--- config.mk ---
export PLATFORM = sky130hd
export DESIGN_NAME = ap_cmd_sequencer
export DESIGN_NICKNAME = d
export VERILOG_FILES = /design/src/rtl/ap_cmd_sequencer.sv
export SDC_FILE = /design/constraint.sdc
export NUM_CORES = 1
export LEC_CHECK = 0
export CAP_MARGIN = 15
export CORE_MARGIN = 2
export CORE_UTILIZATION = 25
export CTS_CLUSTER_SIZE = 24
export DETAILED_ROUTE_END_ITERATION = 16
export GPL_TIMING_DRIVEN = 0
export SYNTH_ARGS = -nofsm -noshare
export SYNTH_HDL_FRONTEND = slang
export SYNTH_SLANG_ARGS = --single-unit
--- constraint.sdc ---
create_clock -name clock -period 3.35 [get_ports clock]
set_input_delay 0.67 -clock clock [delete_from_list [all_inputs] [get_ports clock]]
set_output_delay 0.67 -clock clock [all_outputs]
set_load 0.05 [all_outputs]
--- src/rtl/ap_cmd_sequencer.sv ---
`default_nettype none
// +----------------------------------------------------------------------+
// | ap_cmd_sequencer : bus-fed command FIFO and one-at-a-time issue FSM  |
// | Rev 1.0                                                              |
// +----------------------------------------------------------------------+
module ap_cmd_sequencer #(
  parameter int ADDR_W     = 10,
  parameter int BASE_ADDR  = 768,
  parameter int FIFO_DEPTH = 4,
  parameter int TIMEOUT    = 1024,
  parameter int CNT_W      = 16
) (
  input  logic              clock,
  input  logic              reset,
  input  logic              req_valid,
  input  logic [ADDR_W-1:0] req_addr,
  input  logic              req_write,
  input  logic [31:0]       req_wdata,
  output logic              resp_valid,
  output logic [31:0]       resp_data,
  output logic              ap_start,
  output logic [3:0]        ap_cmd,
  output logic              ap_op_direction,
  output logic [1:0]        ap_sel_col,
  output logic [2:0]        ap_sel_internal_col,
  input  logic              ap_done,
  output logic              irq
);

  localparam int PTR_W = $clog2(FIFO_DEPTH);
  localparam int TMR_W = $clog2(TIMEOUT);
  localparam int ENT_W = 10;

  localparam logic [1:0] c_st_idle = 2'd0;
  localparam logic [1:0] c_st_wait = 2'd1;
  localparam logic [1:0] c_st_done = 2'd2;
  localparam logic [1:0] c_st_err  = 2'd3;

  localparam logic [ADDR_W-1:0] c_base     = ADDR_W'(BASE_ADDR);
  localparam logic [ADDR_W-1:0] c_off_cmd  = ADDR_W'(0);
  localparam logic [ADDR_W-1:0] c_off_ctrl = ADDR_W'(4);
  localparam logic [ADDR_W-1:0] c_off_stat = ADDR_W'(8);
  localparam logic [ADDR_W-1:0] c_off_done = ADDR_W'(12);
  localparam logic [PTR_W:0]    c_depth    = (PTR_W+1)'(FIFO_DEPTH);
  localparam logic [TMR_W-1:0]  c_tmr_last = TMR_W'(TIMEOUT - 1);

  logic [1:0]       state_q, state_d;
  logic [TMR_W-1:0] timer_q, timer_d;
  logic [ENT_W-1:0] mem_q [FIFO_DEPTH];
  logic [ENT_W-1:0] mem_d [FIFO_DEPTH];
  logic [PTR_W-1:0] rd_ptr_q, rd_ptr_d;
  logic [PTR_W-1:0] wr_ptr_q, wr_ptr_d;
  logic [PTR_W:0]   count_q, count_d;
  logic [ENT_W-1:0] issued_q, issued_d;
  logic             enable_q, enable_d;
  logic             irq_en_q, irq_en_d;
  logic             irq_pending_q, irq_pending_d;
  logic             timeout_err_q, timeout_err_d;
  logic             overflow_err_q, overflow_err_d;
  logic [CNT_W-1:0] done_cnt_q, done_cnt_d;
  logic             resp_valid_q, resp_valid_d;
  logic [31:0]      resp_data_q, resp_data_d;

  logic [ADDR_W-1:0] w_offset;
  logic              w_wr_cmd, w_wr_ctrl, w_wr_stat, w_rd;
  logic [ENT_W-1:0]  w_head, w_entry;
  logic              w_issue, w_done_evt, w_err_evt, w_busy;
  logic              w_push_ok, w_flush;
  logic [31:0]       w_rd_data;
  logic              unused_wdata;

  assign unused_wdata = ^{req_wdata[31:27], req_wdata[23:18], req_wdata[15:9], req_wdata[7:4]};

  // Offset wraps modulo 2^ADDR_W, so addresses below the base never alias a register.
  always_comb begin
    w_offset  = req_addr - c_base;
    w_wr_cmd  = req_valid && req_write && (w_offset == c_off_cmd);
    w_wr_ctrl = req_valid && req_write && (w_offset == c_off_ctrl);
    w_wr_stat = req_valid && req_write && (w_offset == c_off_stat);
    w_rd      = req_valid && !req_write;
    w_entry   = {req_wdata[26:24], req_wdata[17:16], req_wdata[8], req_wdata[3:0]};
    w_head    = mem_q[rd_ptr_q];
  end

  // FSM: state register
  always_ff @(posedge clock) begin
    if (reset) state_q <= c_st_idle;
    else       state_q <= state_d;
  end

  // FSM: next state
  always_comb begin
    state_d = state_q;
    case (state_q)
      c_st_idle: if (w_issue) state_d = c_st_wait;
      c_st_wait: begin
        if (ap_done)                   state_d = c_st_done;
        else if (timer_q == c_tmr_last) state_d = c_st_err;
      end
      c_st_done: state_d = c_st_idle;
      c_st_err:  state_d = c_st_idle;
      default:   state_d = c_st_idle;
    endcase
  end

  // FSM: outputs. The head entry is driven straight onto ap_* in the issue cycle.
  always_comb begin
    w_issue    = (state_q == c_st_idle) && enable_q && (count_q != '0);
    w_done_evt = (state_q == c_st_done);
    w_err_evt  = (state_q == c_st_err);
    w_busy     = (state_q != c_st_idle);
    ap_start   = w_issue;
    {ap_sel_internal_col, ap_sel_col, ap_op_direction, ap_cmd} = w_issue ? w_head : issued_q;
  end

  // A full FIFO still accepts a push when the head leaves in the same cycle.
  always_comb begin
    w_push_ok = w_wr_cmd && ((count_q != c_depth) || w_issue);
    w_flush   = (w_wr_ctrl && req_wdata[1]) || w_err_evt;
    mem_d     = mem_q;
    if (w_push_ok) mem_d[wr_ptr_q] = w_entry;
    wr_ptr_d = wr_ptr_q + PTR_W'(w_push_ok);
    rd_ptr_d = rd_ptr_q + PTR_W'(w_issue);
    count_d  = count_q + (PTR_W+1)'(w_push_ok) - (PTR_W+1)'(w_issue);
    if (w_flush) begin
      rd_ptr_d = wr_ptr_q;
      count_d  = (PTR_W+1)'(w_push_ok);
    end
  end

  always_comb begin
    timer_d  = ((state_q == c_st_wait) && (state_d == c_st_wait)) ? timer_q + 1'b1 : '0;
    issued_d = w_issue ? w_head : issued_q;

    enable_d = enable_q;
    irq_en_d = irq_en_q;
    if (w_wr_ctrl) begin
      enable_d = req_wdata[0];
      irq_en_d = req_wdata[8];
    end

    // Write-one-to-clear first so a same-cycle hardware set takes precedence.
    irq_pending_d  = irq_pending_q  && !(w_wr_stat && req_wdata[0]);
    timeout_err_d  = timeout_err_q  && !(w_wr_stat && req_wdata[2]);
    overflow_err_d = overflow_err_q && !(w_wr_stat && req_wdata[3]);
    if (w_done_evt || w_err_evt) irq_pending_d  = 1'b1;
    if (w_err_evt)               timeout_err_d  = 1'b1;
    if (w_wr_cmd && !w_push_ok)  overflow_err_d = 1'b1;

    done_cnt_d = done_cnt_q + CNT_W'(w_done_evt);
  end

  always_comb begin
    w_rd_data = 32'd0;
    case (w_offset)
      c_off_ctrl: w_rd_data = {23'd0, irq_en_q, 7'd0, enable_q};
      c_off_stat: w_rd_data = {16'd0, 8'(count_q), 4'd0, overflow_err_q, timeout_err_q,
                               w_busy, irq_pending_q};
      c_off_done: w_rd_data = 32'(done_cnt_q);
      default:    w_rd_data = 32'd0;
    endcase
    resp_valid_d = w_rd;
    resp_data_d  = w_rd ? w_rd_data : 32'd0;
  end

  always_ff @(posedge clock) begin
    if (reset) begin
      timer_q        <= '0;
      mem_q          <= '{default: '0};
      rd_ptr_q       <= '0;
      wr_ptr_q       <= '0;
      count_q        <= '0;
      issued_q       <= '0;
      enable_q       <= 1'b0;
      irq_en_q       <= 1'b0;
      irq_pending_q  <= 1'b0;
      timeout_err_q  <= 1'b0;
      overflow_err_q <= 1'b0;
      done_cnt_q     <= '0;
      resp_valid_q   <= 1'b0;
      resp_data_q    <= 32'd0;
    end else begin
      timer_q        <= timer_d;
      mem_q          <= mem_d;
      rd_ptr_q       <= rd_ptr_d;
      wr_ptr_q       <= wr_ptr_d;
      count_q        <= count_d;
      issued_q       <= issued_d;
      enable_q       <= enable_d;
      irq_en_q       <= irq_en_d;
      irq_pending_q  <= irq_pending_d;
      timeout_err_q  <= timeout_err_d;
      overflow_err_q <= overflow_err_d;
      done_cnt_q     <= done_cnt_d;
      resp_valid_q   <= resp_valid_d;
      resp_data_q    <= resp_data_d;
    end
  end

  assign resp_valid = resp_valid_q;
  assign resp_data  = resp_data_q;
  assign irq        = irq_pending_q & irq_en_q;

endmodule
`default_nettype wire

==> results.yml <==
status:
  status: "finished, final reports clean"
global_route:
  grt_max_degree: 19
  grt_pass1_vias: 3242
  overflow: 0
  grt_pass1_wl_um: 17100
  track_usage_pct: 10.9
  antenna_found_initial: 0
yosys:
  yosysTopAreaCell: "dfxtp_1"
  synthDistinctLibCells: 44
  async_reset_ff_share_pct: 0
  synth_most_common_cell: "dfxtp_1"
  synth_compound_area_share_pct: 2.50
  ys.flop_type: "dfxtp_1"
  syn_avg_cell_area_um2: 10.3
  ys_top_cells_by_count: "dfxtp_1 (107), nand2b_1 (54), mux2i_1 (50)"
  synth-simple-area-share_pct: 23.1
  synth_cells: 462
  synth_edf_count: 0
  netlist.area_leader.share_pct: 45.1
  seq_area_frac_synth_pct: 45.1
  synth_top_family_by_area: "simple AND/OR/NAND/NOR gates"
  netlist_top_cells_area: "dfxtp_1 (45%), mux2i_1 (11%), nand2b_1 (7.1%)"
  ys_seq_elements: 107
  synth_warnings: 0
  synthMuxAreaShare_pct: 17.9
  synth_xor_area_share_pct: 3.87
  syn_area_um2: 4750
  synth_fa_ha_area_share_pct: 2.26
floorplanning:
  pin_count: 92
  die_w_um: 142
  start_util_pct: 25.4
  rows: 50
  coreArea_um2: 18700
  die-area_um2: 20100
  die_h_um: 142
detailed_routing:
  via_per_inst: 4.31
  drc: 0
  dr.pass1.iters: 4
  post_drt_wl_per_cell_um: 13.6
  finalWirelength_um: 10600
  drt_iter0_drc: 176
  vias: 3356
  ant_nets: 0
sta:
  tightest_slew_ns: 0.752
  setup_viol: 0
  hold_viol: 0
  period_share_pct: 96.7
  period_needed_ns: 3.24
  worst_slack_ns: 0.110
  max_freq_mhz: 309
  rsz0062_at_grt: "false"
  max_slew_margin_pct: 49.2
  skew_ns: 0.00942
  slew_viol_final: 0
cells_and_area:
  syn_to_final_growth_pct: 24.8
  fin_area_um2: 5930
  fin_nets: 595
  drive_above_1_share_pct: 12.5
  n_antenna_cell: 0
  postLayoutCoreUtil_pct: 31.7
  fillCellCount: 1886
clocking:
  hold_buffers: 0
  postCtsSetupBuffers: 0
  cts.clk_slew.worst_paths_ns: 0.07
  cts_tree: "built"
  clock_path_buffers: 2
  clock_sinks: 107
  numCtsBuffers: 9
  root_buffer: "clkbuf_16"
  post_cts_resized: 9
  htreeDepth: 3
  insertion_delay_ns: 0.35
power:
  power_density_nw_per_um2: 420
  p_leak_uw: 0.00243
  swShare_pct: 23.2
  clockPowerShare_pct: 43.0
  p_sw_uw: 576
  p_seq_share_pct: 51.1
  power_frac_comb_pct: 5.9
  peakVddDrop_mv: 0.179
  intPower_uw: 1910
critical_path:
  cp-start-kind: "flip-flop"
  max_stage_delay_ns: 0.72
  cp-end-kind: "output pin"
  crit_arrival_ns: 2.57
  slowest_stage: "clkdlybuf4s50_1"
  r2r_slack_ns: 0.73
  path_max_fanout: 10
  critPathRequiredTime_ns: 2.68
  path_class: "flip-flop to output pin"
  crit_path_cell_trace: "clkbuf_2 > mux4_2 > mux2_2 > clkdlybuf4s50_1"
placed_design:
  dp_hpwl_um: 7450
  io_buffer_count: 52
  place.gp.congestion: 0.744
  placed_area_um2: 5620
  dp_slack_ns: -0.213
flow_run:
  cap_violations: 0
min_path:
  hp-class: "flip-flop to flip-flop"
==> cell families (layout without fill, tap and decap cells) <==
kind of cell / count (synthesis) / count (layout)
AND/OR/NAND/NOR: 189 / 189
flip-flops: 107 / 107
multiplexers: 71 / 71
buffers and inverters: 45 / 113
XOR/XNOR: 21 / 21
AO/OA/AOI/OAI: 20 / 20
adder cells (fa/ha/maj): 8 / 8
other: 1 / 16
==> state kept, by name, summed over array words and instances, names as in the netlist, 2 cells and up <==
signal and count:
resp_data 16, wr_ptr_q 2, rd_ptr_q 2, done_cnt_q 16
mem_q 40, timer_q 10, count_q 3, issued_q 10
state_q 2
==> stage by stage <==
| step | instances | total power (uW) | TNS [ns] | hold WS, ns |
|---|---|---|---|---|
| 6_report | 779 | 2490 | 0 | 0.468 |
| 5_1_grt | 779 | 2580 | 0 | 0.498 |
| 4_1_cts | 779 | 2530 | 0 | 0.470 |
| 3_5_place_dp | 763 | 1450 | -0.280 | 0.460 |
| 2_1_floorplan | 477 | 1400 | 0 | 0.430 |
| 3_3_place_gp | 763 | 1450 | -0.222 | 0.442 |
==> layout by cell type, fill, tap and decap left out, types with 5 or more instances in the layout <==
cell,netlist,layout
nor2_1,39,38
a21oi_1,8,8
nand2b_1,54,54
o21ai_0,5,5
mux4_2,10,10
xnor2_1,11,11
dfxtp_1,107,107
dlygate4sd2_1,0,8
conb_1,1,16
and2_1,12,12
nand3_1,9,9
nand2_1,13,13
mux2_2,11,11
clkbuf_1,11,10
clkdlybuf4s50_1,0,42
or3_1,6,6
nor3_1,6,5
nor2b_1,17,17
xor2_1,10,10
buf_4,19,19
ha_1,7,7
inv_1,10,10
clkbuf_16,0,9
nand4_1,10,10
mux2i_1,50,50
==> layer usage <==
layer	track usage, %	part of all wire, %
met5	0	0
met4	4.05	2.1
met3	2.70	4.6
met2	16.9	44
met1	14.7	50
==> area by class of cell <==
cell class	instances	area, um2	share of cell area, %
plain buffers	35	209	3.52
inverters	10	37.5	0.633
clock inverters	7	75.1	1.27
well taps	234	293	4.94
flip-flops and latches	107	2140	36.1
repair buffers	52	515	8.69
clock buffers	9	225	3.80
multi-input cells	325	2430	41.0
==> final timing paths <==
kind / startpoint / end / cells after the start
min: timer_q[0] / timer_q[0] / 1
max reg2reg: state_q[1] / count_q[2] / 10
max: rd_ptr_q[0] / ap_sel_internal_col[2] / 4
min reg2reg: timer_q[0] / timer_q[0] / 1
==> power groups by stage <==
stage	clock (uW)	sequential [uW]	combinational, uW
after global routing	1150	1270	157
after global placement	0	1300	146
after floorplan	0	1300	92.9
final	1070	1270	147
after CTS	1110	1270	147
after detailed placement	0	1300	146
==> worst max-delay path, delay by kind of cell, from the launching register on <==
| family | cells | cell delay, ns |
|---|---|---|
| DFF | 1 | 0.33 |
| muxes | 2 | 0.85 |
| buffers and inverters | 2 | 1.05 |
No activity file was read; power rests on OpenSTA's default activity.
